==> config.mk <==
export PLATFORM = sky130hd
export DESIGN_NAME = rf_registry_flat
export DESIGN_NICKNAME = d
export VERILOG_FILES = /design/src/rtl/rf_registry_pkg.sv /design/src/rtl/rf_registry_if.sv /design/src/rtl/rf_rr_arbiter.sv /design/src/rtl/rf_registry.sv /design/src/flat_wrapper.sv
export SDC_FILE = /design/constraint.sdc
export NUM_CORES = 1
export LEC_CHECK = 0
export CORE_ASPECT_RATIO = 1.5
export CORE_UTILIZATION = 50
export DETAILED_ROUTE_END_ITERATION = 7
export GPL_TIMING_DRIVEN = 1
export PLACE_DENSITY = 0.7
export SYNTH_ARGS = -nofsm -noshare
export SYNTH_HDL_FRONTEND = slang
export SYNTH_SLANG_ARGS = --single-unit
==> constraint.sdc <==
create_clock -name clk -period 4.6 [get_ports clk]
set_input_delay 1.38 -clock clk [delete_from_list [all_inputs] [get_ports clk]]
set_output_delay 1.38 -clock clk [all_outputs]
set_load 0.03 [all_outputs]
==> src/rtl/rf_registry_pkg.sv <==
// rtl/rf_registry_pkg.sv - shared types and defaults for the attribute registry
package rf_registry_pkg;

    localparam int RF_NUM_CH = 2;
    localparam int RF_DEPTH  = 16;
    localparam int RF_NAME_W = 16;
    localparam int RF_DATA_W = 32;

    typedef enum logic {
        RF_GET = 1'b0,
        RF_SET = 1'b1
    } rf_op_t;

    typedef enum logic [1:0] {
        ST_IDLE = 2'd0,
        ST_SCAN = 2'd1,
        ST_RESP = 2'd2
    } rf_state_t;

    // Default-width table entry layout; the top declares the same layout
    // against its own parameters so non-default widths stay consistent.
    typedef struct packed {
        logic                 valid;
        logic [RF_NAME_W-1:0] name;
        logic [RF_DATA_W-1:0] value;
    } rf_entry_t;

endpackage

==> src/rtl/rf_registry_if.sv <==
// rtl/rf_registry_if.sv - request/response bus between requesters and the registry
interface rf_registry_if #(
    parameter int NUM_CH = 2,
    parameter int DEPTH  = 16,
    parameter int NAME_W = 16,
    parameter int DATA_W = 32
);
    localparam int CH_W  = (NUM_CH > 1) ? $clog2(NUM_CH) : 1;
    localparam int IDX_W = $clog2(DEPTH);

    logic [NUM_CH-1:0]        req_valid;
    logic [NUM_CH-1:0]        req_ready;
    logic [NUM_CH-1:0]        req_op;
    logic [NUM_CH*NAME_W-1:0] req_name;
    logic [NUM_CH*DATA_W-1:0] req_data;

    logic                     rsp_valid;
    logic                     rsp_ready;
    logic [CH_W-1:0]          rsp_ch;
    logic                     rsp_hit;
    logic                     rsp_err;
    logic [IDX_W-1:0]         rsp_idx;
    logic [DATA_W-1:0]        rsp_data;

    logic [IDX_W:0]           num_entries;

    modport master (
        output req_valid, req_op, req_name, req_data, rsp_ready,
        input  req_ready, rsp_valid, rsp_ch, rsp_hit, rsp_err, rsp_idx,
               rsp_data, num_entries
    );

    modport slave (
        input  req_valid, req_op, req_name, req_data, rsp_ready,
        output req_ready, rsp_valid, rsp_ch, rsp_hit, rsp_err, rsp_idx,
               rsp_data, num_entries
    );

endinterface

==> src/rtl/rf_rr_arbiter.sv <==
// rtl/rf_rr_arbiter.sv - round-robin request arbiter starting at a supplied pointer
module rf_rr_arbiter #(
    parameter int  NUM_CH = 2,
    localparam int CH_W   = (NUM_CH > 1) ? $clog2(NUM_CH) : 1
) (
    input  logic [NUM_CH-1:0] req,
    input  logic [CH_W-1:0]   ptr,
    output logic [NUM_CH-1:0] grant,
    output logic [CH_W-1:0]   grant_idx,
    output logic              any
);

    function automatic int wrap_ch(input int a);
        return (a >= NUM_CH) ? (a - NUM_CH) : a;
    endfunction

    // Walk channels from ptr upward, wrapping; the first requester wins.
    always_comb begin
        grant     = '0;
        grant_idx = '0;
        any       = 1'b0;
        for (int i = 0; i < NUM_CH; i++) begin
            if (!any && req[wrap_ch(int'(ptr) + i)]) begin
                any                         = 1'b1;
                grant[wrap_ch(int'(ptr) + i)] = 1'b1;
                grant_idx                   = CH_W'(wrap_ch(int'(ptr) + i));
            end
        end
    end

endmodule

==> src/rtl/rf_registry.sv <==
// rtl/rf_registry.sv - multi-channel name-hash attribute registry with a serial scan engine
module rf_registry
    import rf_registry_pkg::*;
#(
    parameter int NUM_CH = 2,
    parameter int DEPTH  = 16,
    parameter int NAME_W = 16,
    parameter int DATA_W = 32
) (
    input  logic         clk,
    input  logic         rst,
    rf_registry_if.slave bus
);

    localparam int CH_W  = (NUM_CH > 1) ? $clog2(NUM_CH) : 1;
    localparam int IDX_W = $clog2(DEPTH);
    localparam int CNT_W = IDX_W + 1;

    typedef struct packed {
        logic              valid;
        logic [NAME_W-1:0] name;
        logic [DATA_W-1:0] value;
    } entry_t;

    rf_state_t         state_q, state_d;
    logic [CH_W-1:0]   rr_ptr_q;

    rf_op_t            op_q;
    logic [NAME_W-1:0] name_q;
    logic [DATA_W-1:0] data_q;
    logic [CH_W-1:0]   ch_q;
    logic [IDX_W-1:0]  idx_q;
    logic              free_found_q;
    logic [IDX_W-1:0]  free_idx_q;

    entry_t            tbl_q [DEPTH];
    logic [CNT_W-1:0]  count_q;

    logic [CH_W-1:0]   rsp_ch_q;
    logic              rsp_hit_q;
    logic              rsp_err_q;
    logic [IDX_W-1:0]  rsp_idx_q;
    logic [DATA_W-1:0] rsp_data_q;

    logic [NUM_CH-1:0] grant;
    logic [CH_W-1:0]   grant_idx;
    logic              grant_any;
    logic              accept;

    logic              sel_op;
    logic [NAME_W-1:0] sel_name;
    logic [DATA_W-1:0] sel_data;

    entry_t            cur;
    logic              match;
    logic              last;
    logic              free_now;
    logic [IDX_W-1:0]  free_idx_now;
    logic              scan_done;

    rf_rr_arbiter #(.NUM_CH(NUM_CH)) u_arb (
        .req       (bus.req_valid),
        .ptr       (rr_ptr_q),
        .grant     (grant),
        .grant_idx (grant_idx),
        .any       (grant_any)
    );

    // Pick the granted channel's request fields out of the packed buses.
    always_comb begin
        sel_op   = 1'b0;
        sel_name = '0;
        sel_data = '0;
        for (int i = 0; i < NUM_CH; i++) begin
            if (grant_idx == CH_W'(i)) begin
                sel_op   = bus.req_op[i];
                sel_name = bus.req_name[i*NAME_W +: NAME_W];
                sel_data = bus.req_data[i*DATA_W +: DATA_W];
            end
        end
    end

    // Per-cycle scan evaluation of the entry under the scan index. A free
    // slot found on the final entry itself still counts for allocation.
    always_comb begin
        cur          = tbl_q[idx_q];
        match        = cur.valid && (cur.name == name_q);
        last         = (idx_q == IDX_W'(DEPTH - 1));
        free_now     = free_found_q || ((op_q == RF_SET) && !cur.valid);
        free_idx_now = free_found_q ? free_idx_q : idx_q;
        scan_done    = (state_q == ST_SCAN) && (match || last);
    end

    // State register.
    always_ff @(posedge clk) begin
        if (rst) begin
            state_q <= ST_IDLE;
        end else begin
            state_q <= state_d;
        end
    end

    // Next-state and accept decode; grants only happen while idle, so the
    // response handshake cycle never overlaps a new accept.
    always_comb begin
        state_d = state_q;
        accept  = 1'b0;
        case (state_q)
            ST_IDLE: begin
                if (grant_any) begin
                    accept  = 1'b1;
                    state_d = ST_SCAN;
                end
            end
            ST_SCAN: begin
                if (match || last) begin
                    state_d = ST_RESP;
                end
            end
            ST_RESP: begin
                if (bus.rsp_ready) begin
                    state_d = ST_IDLE;
                end
            end
            default: state_d = ST_IDLE;
        endcase
    end

    // Request latch, scan progress, table update and response capture.
    always_ff @(posedge clk) begin
        if (rst) begin
            rr_ptr_q     <= '0;
            op_q         <= RF_GET;
            name_q       <= '0;
            data_q       <= '0;
            ch_q         <= '0;
            idx_q        <= '0;
            free_found_q <= 1'b0;
            free_idx_q   <= '0;
            count_q      <= '0;
            rsp_ch_q     <= '0;
            rsp_hit_q    <= 1'b0;
            rsp_err_q    <= 1'b0;
            rsp_idx_q    <= '0;
            rsp_data_q   <= '0;
            for (int i = 0; i < DEPTH; i++) begin
                tbl_q[i] <= '0;
            end
        end else begin
            if (accept) begin
                op_q         <= rf_op_t'(sel_op);
                name_q       <= sel_name;
                data_q       <= sel_data;
                ch_q         <= grant_idx;
                idx_q        <= '0;
                free_found_q <= 1'b0;
                rr_ptr_q     <= (grant_idx == CH_W'(NUM_CH - 1)) ? '0
                                                                  : grant_idx + CH_W'(1);
            end

            if ((state_q == ST_SCAN) && !scan_done) begin
                idx_q <= idx_q + IDX_W'(1);
                if ((op_q == RF_SET) && !cur.valid && !free_found_q) begin
                    free_found_q <= 1'b1;
                    free_idx_q   <= idx_q;
                end
            end

            if (scan_done) begin
                rsp_ch_q <= ch_q;
                if (match) begin
                    rsp_hit_q <= 1'b1;
                    rsp_err_q <= 1'b0;
                    rsp_idx_q <= idx_q;
                    if (op_q == RF_SET) begin
                        tbl_q[idx_q].value <= data_q;
                        rsp_data_q         <= data_q;
                    end else begin
                        rsp_data_q <= cur.value;
                    end
                end else if (op_q == RF_GET) begin
                    rsp_hit_q  <= 1'b0;
                    rsp_err_q  <= 1'b0;
                    rsp_idx_q  <= '0;
                    rsp_data_q <= '0;
                end else if (free_now) begin
                    tbl_q[free_idx_now] <= '{valid: 1'b1, name: name_q, value: data_q};
                    rsp_hit_q  <= 1'b0;
                    rsp_err_q  <= 1'b0;
                    rsp_idx_q  <= free_idx_now;
                    rsp_data_q <= data_q;
                    if (count_q < CNT_W'(DEPTH)) begin
                        count_q <= count_q + CNT_W'(1);
                    end
                end else begin
                    rsp_hit_q  <= 1'b0;
                    rsp_err_q  <= 1'b1;
                    rsp_idx_q  <= '0;
                    rsp_data_q <= '0;
                end
            end
        end
    end

    assign bus.req_ready   = accept ? grant : '0;
    assign bus.rsp_valid   = (state_q == ST_RESP);
    assign bus.rsp_ch      = rsp_ch_q;
    assign bus.rsp_hit     = rsp_hit_q;
    assign bus.rsp_err     = rsp_err_q;
    assign bus.rsp_idx     = rsp_idx_q;
    assign bus.rsp_data    = rsp_data_q;
    assign bus.num_entries = count_q;

endmodule

==> src/flat_wrapper.sv <==
// flat-port wrapper written by rule: the top's interface ports become plain ports
module rf_registry_flat import rf_registry_pkg::*;
#(
    parameter int NUM_CH = 2,
    parameter int DEPTH  = 16,
    parameter int NAME_W = 16,
    parameter int DATA_W = 32
)
  (clk, rst, bus_req_valid, bus_req_op, bus_req_name, bus_req_data, bus_rsp_ready, bus_req_ready, bus_rsp_valid, bus_rsp_ch, bus_rsp_hit, bus_rsp_err, bus_rsp_idx, bus_rsp_data, bus_num_entries);
  rf_registry_if #(.NUM_CH(NUM_CH), .DEPTH(DEPTH), .NAME_W(NAME_W), .DATA_W(DATA_W)) bus_i ();
  input  logic clk;
  input  logic rst;
  input wire logic [$bits(bus_i.req_valid)-1:0] bus_req_valid;
  input wire logic [$bits(bus_i.req_op)-1:0] bus_req_op;
  input wire logic [$bits(bus_i.req_name)-1:0] bus_req_name;
  input wire logic [$bits(bus_i.req_data)-1:0] bus_req_data;
  input wire logic [$bits(bus_i.rsp_ready)-1:0] bus_rsp_ready;
  output wire logic [$bits(bus_i.req_ready)-1:0] bus_req_ready;
  output wire logic [$bits(bus_i.rsp_valid)-1:0] bus_rsp_valid;
  output wire logic [$bits(bus_i.rsp_ch)-1:0] bus_rsp_ch;
  output wire logic [$bits(bus_i.rsp_hit)-1:0] bus_rsp_hit;
  output wire logic [$bits(bus_i.rsp_err)-1:0] bus_rsp_err;
  output wire logic [$bits(bus_i.rsp_idx)-1:0] bus_rsp_idx;
  output wire logic [$bits(bus_i.rsp_data)-1:0] bus_rsp_data;
  output wire logic [$bits(bus_i.num_entries)-1:0] bus_num_entries;
  assign bus_i.req_valid = bus_req_valid;
  assign bus_i.req_op = bus_req_op;
  assign bus_i.req_name = bus_req_name;
  assign bus_i.req_data = bus_req_data;
  assign bus_i.rsp_ready = bus_rsp_ready;
  assign bus_req_ready = bus_i.req_ready;
  assign bus_rsp_valid = bus_i.rsp_valid;
  assign bus_rsp_ch = bus_i.rsp_ch;
  assign bus_rsp_hit = bus_i.rsp_hit;
  assign bus_rsp_err = bus_i.rsp_err;
  assign bus_rsp_idx = bus_i.rsp_idx;
  assign bus_rsp_data = bus_i.rsp_data;
  assign bus_num_entries = bus_i.num_entries;
  rf_registry #(.NUM_CH(NUM_CH), .DEPTH(DEPTH), .NAME_W(NAME_W), .DATA_W(DATA_W)) u_core (.clk(clk), .rst(rst), .bus(bus_i));
endmodule
==> summary.md <==
| Metric | Value |
|---|---|
| Status | finished, violations left |
| Failing checks | design-rule violations |
| Req. time, crit path | 4.98 ns |
| Post-DP HPWL | 70100 um |
| Worst Setup Start Kind | flip-flop |
| FP Rows | 126 |
| WS Path Type | flip-flop to flip-flop |
| Leakage | 16.2 nW |
| DR iter-0 viols | 2617 |
| Max transition margin | 26.6% |
| Yosys warns | 0 |
| H-tree levels | 3 |
| Growth of design area from synthesis to finish | 16.8% |
| Power per standard cell area | 380 nW/um2 |
| Crit path cell chain | buf_16 -> mux4_2 -> a222oi_1 -> o211ai_1 -> a311oi_1 -> nand4_1 -> buf_4 -> or4_1 -> buf_4 -> nand2_1 -> a21oi_4 -> or2_2 -> buf_12 |
| CP most frequent cell | buf_4 |
| Worst endpoint data arrival time | 4.94 ns |
| NetSw | 0.00402 W |
| Seq pwr share | 52.3% |
| CP Capture Type | flip-flop |
| RSZ-0062 raised after global routing | false |
| CTS hold repair buffers | 0 |
| CP delay by family, top | simple AND/OR/NAND/NOR gates |
| WP buf/inv | 4 |
| Routed WL per cell | 27.5 um |
| CTS root buffer | clkbuf_16 |
| Setup Viol. Count Final | 0 |
| Routed via count | 24.3k |
| Detailed-route DRC error count | 1 |
| Core Region | 79000 um2 |
| P_int | 0.0138 W |
| Maximum fanout along the worst path | 28 |
| Skew final | 0.0276 ns |
| Fin. Hold Viols | 0 |
| FMAX | 219 MHz |
| CP max stage cell | mux4_2 |
| Vias in the first global route | 25.2k |
| Pre-CTS setup slack | -0.0741 ns |
| DP Area | 43800 um2 |
| Die Outline Area | 81400 um2 |
| Fillers | 5891 |
| Routed WL | 109000 um |
| Die W | 233 um |
| Worst-Margin Slew | 1.10 ns |
| Ys flop type | edfxtp_1 |
| Max Cap Violations | 0 |
| First-pass GRT wire length | 161000 um |
| Final Cycle Share | 99.1% |
| Slew Limit Fails | 0 |
| Synth unique cells | 67 |
| Largest net degree at the start of global routing | 129 |
| Clock power share | 40.7% |
| Fin worst setup slack | 0.0417 ns |
| CTS sink count | 894 |
| Antenna viol nets, final | 0 |
| RD Place Congestion | 0.897 |
| Comb pwr share | 7.1% |
| CTS Buf Count | 85 |
| Layout cell share with drive strength beyond 1 | 20.3% |
| Vias per inst | 6.12 |
| Count of non-filler cells in the finished layout | 3972 |
| Peak supply drop | 0.000334 V |
| DRT Pass-1 Iters | 8 |
| Dpl cells | 3811 |
| CTS Buffer Depth | 3 |
| CTS tree | built |
| IO Port Bufs | 149 |
| Register area share after synthesis | 64.2% |
| Initial antenna violation count | 0 |
| Post-synthesis cell count | 2719 |
| Post-Syn Area | 40100 um2 |
| Final Critical Period | 4.56 ns |
| Post-synth EDFFs | 784 |
| Overflow after GRT | 0 |
| Clock transition at the registers of the reported paths | 0.06 ns |
| Register bit total from synthesis | 894 |
| Syn nets | 2824 |
| Largest stage delay on the critical path | 0.58 ns |
| Pwr Total | 0.0178 W |
| Final-stage net count | 2982 |
| Async SR Flop Fraction | 0% |
| Final Cell Area | 46800 um2 |
| Post-synthesis average cell area | 14.7 um2 |
| Clock Latency Late Sink | 0.66 ns |
| Starting Density | 50.8% |
| Worst hold path type | flip-flop to flip-flop |
| Switching Fraction | 22.6% |
| Chip height | 349 um |
| Top Ports | 150 |
| Gr usage total | 27.3% |
-- power groups by stage --
stage	Clock [W]	Sequential, W	Combinational, W
floorplan	0	0.00931	0.000776
global placement	0	0.00945	0.00123
detailed placement	0	0.00947	0.00125
CTS	0.00733	0.00930	0.00126
global route	0.00763	0.00933	0.00132
finish	0.00724	0.00930	0.00126
-- through the flow --
step	hold WS [ns]	TNS [ns]	utilization, %
after CTS	0.503	0	59.3
after global routing	0.521	0	59.3
final	0.498	0	59.3
after floorplan	0.457	0	-
after global placement	0.481	0	55.5
after detailed placement	0.490	-1.12	55.5
-- cells in the mapped netlist (3+ instances only) --
cell type | count | area share, %
a211oi_1 | 29 | 0.54
a21oi_1 | 14 | 0.17
a21oi_2 | 11 | 0.24
a221o_1 | 3 | 0.075
a222oi_1 | 50 | 1.2
a22oi_1 | 35 | 0.66
a311oi_1 | 3 | 0.066
a31oi_1 | 3 | 0.047
and2_1 | 631 | 9.8
and3_1 | 8 | 0.12
buf_1 | 11 | 0.10
buf_2 | 34 | 0.42
buf_4 | 7 | 0.13
clkbuf_1 | 167 | 1.6
clkbuf_2 | 17 | 0.21
dfxtp_1 | 110 | 5.5
edfxtp_1 | 784 | 59
inv_1 | 10 | 0.094
mux2_2 | 12 | 0.34
mux2i_1 | 38 | 0.95
mux4_2 | 224 | 13
nand2_1 | 62 | 0.58
nand2b_1 | 8 | 0.12
nand3_1 | 11 | 0.14
nand3b_1 | 4 | 0.075
nand4_1 | 5 | 0.078
nor2_1 | 265 | 2.5
nor2b_1 | 13 | 0.20
nor3_1 | 16 | 0.20
nor4_1 | 11 | 0.17
o211ai_1 | 3 | 0.056
o21a_1 | 3 | 0.056
o21ai_0 | 14 | 0.17
o21ai_1 | 3 | 0.037
o21bai_1 | 3 | 0.056
o221ai_1 | 3 | 0.066
or2_2 | 32 | 0.50
or3_1 | 5 | 0.078
xnor2_1 | 10 | 0.22
xor2_1 | 11 | 0.24
-- final timing paths --
path | startpoint | endpoint | slack, ns | cells after the start
max | flip-flop | u_core.tbl_q[15][19] | 0.04 | 13
min | u_core.bus.rsp_data[5] | u_core.bus.rsp_data[5] | 0.50 | 2
max reg2reg | flip-flop | u_core.tbl_q[15][19] | 0.04 | 13
min reg2reg | u_core.bus.rsp_data[5] | u_core.bus.rsp_data[5] | 0.50 | 2
-- per-layer routing --
layer  wire length (um)  vias up  GRT usage (%)  part of all wire [%]
met1              37900    12500           31.5                    35
met5                  0        -              0                     0
met2              59800     1146           50.4                    55
met3               7630      241           3.56                   7.0
li1                   -    10500              -                     -
met4               4130        0           11.0                   3.8
-- cell type report --
| cell class | instances | area [um2] | area share [%] |
|---|---|---|---|
| Tap cell | 1024 | 1280 | 2.74 |
| Antenna cell | 1 | 2.50 | 0.00534 |
| Multi-Input combinational cell | 1577 | 13500 | 28.7 |
| Inverter | 11 | 41.3 | 0.0882 |
| Sequential cell | 894 | 25800 | 55.0 |
| Clock inverter | 41 | 432 | 0.922 |
| Clock buffer | 116 | 2470 | 5.28 |
| Timing Repair Buffer | 308 | 3380 | 7.21 |
-- sequential cells by signal (all words and copies together) (netlist names), 2 cells and up, named ones only --
name	cells
u_core.name_q	16
u_core.idx_q	4
u_core.data_q	32
u_core.free_idx_q	4
u_core.state_q	2
u_core.tbl_q	784
u_core.bus.num_entries	5
u_core.bus.rsp_idx	4
u_core.bus.rsp_data	32
-- tightest hold or removal path: stages, from the launching register on --
cell and delay [ns]:
dfxtp_1 0.31, nor2_1 0.09, a211oi_1 0.05
-- logic make-up (layout without fill, tap and decap cells) --
logic type	count (synthesis)	count (layout)	share of synthesized area [%]
xor gates and xnor gates	21	21	0.459
adders and majority gates	2	2	0.0624
AOI/OAI and AO/OA	200	200	4.02
other	0	1	0
muxes	274	274	13.9
buffers and inverters	248	476	2.56
DFF	894	894	64.2
and+or+nand+nor	1080	1080	14.8
-- timing repair --
action | CTS | global route
endpoints found under the setup margin | 114 | 23
cloned | 2 | 0
pin swaps | 0 | 0
buffers inserted | 1 | 0
resized for setup | 2 | 1
hold endpoints to repair | 0 | 0
-- cells in the final DEF (no fill, tap or decap), types with 14 or more instances in the layout --
cell type	instances
mux4_2	224
a211oi_1	29
and2_1	631
buf_4	109
clkdlybuf4s50_1	146
a22oi_1	35
mux2i_1	38
edfxtp_1	784
o21ai_0	14
a222oi_1	50
clkbuf_16	91
nand2_1	62
dfxtp_1	106
or2_2	32
clkbuf_1	15
buf_12	48
nor2_1	262
Note: power is estimated with default switching activity, not from simulation.
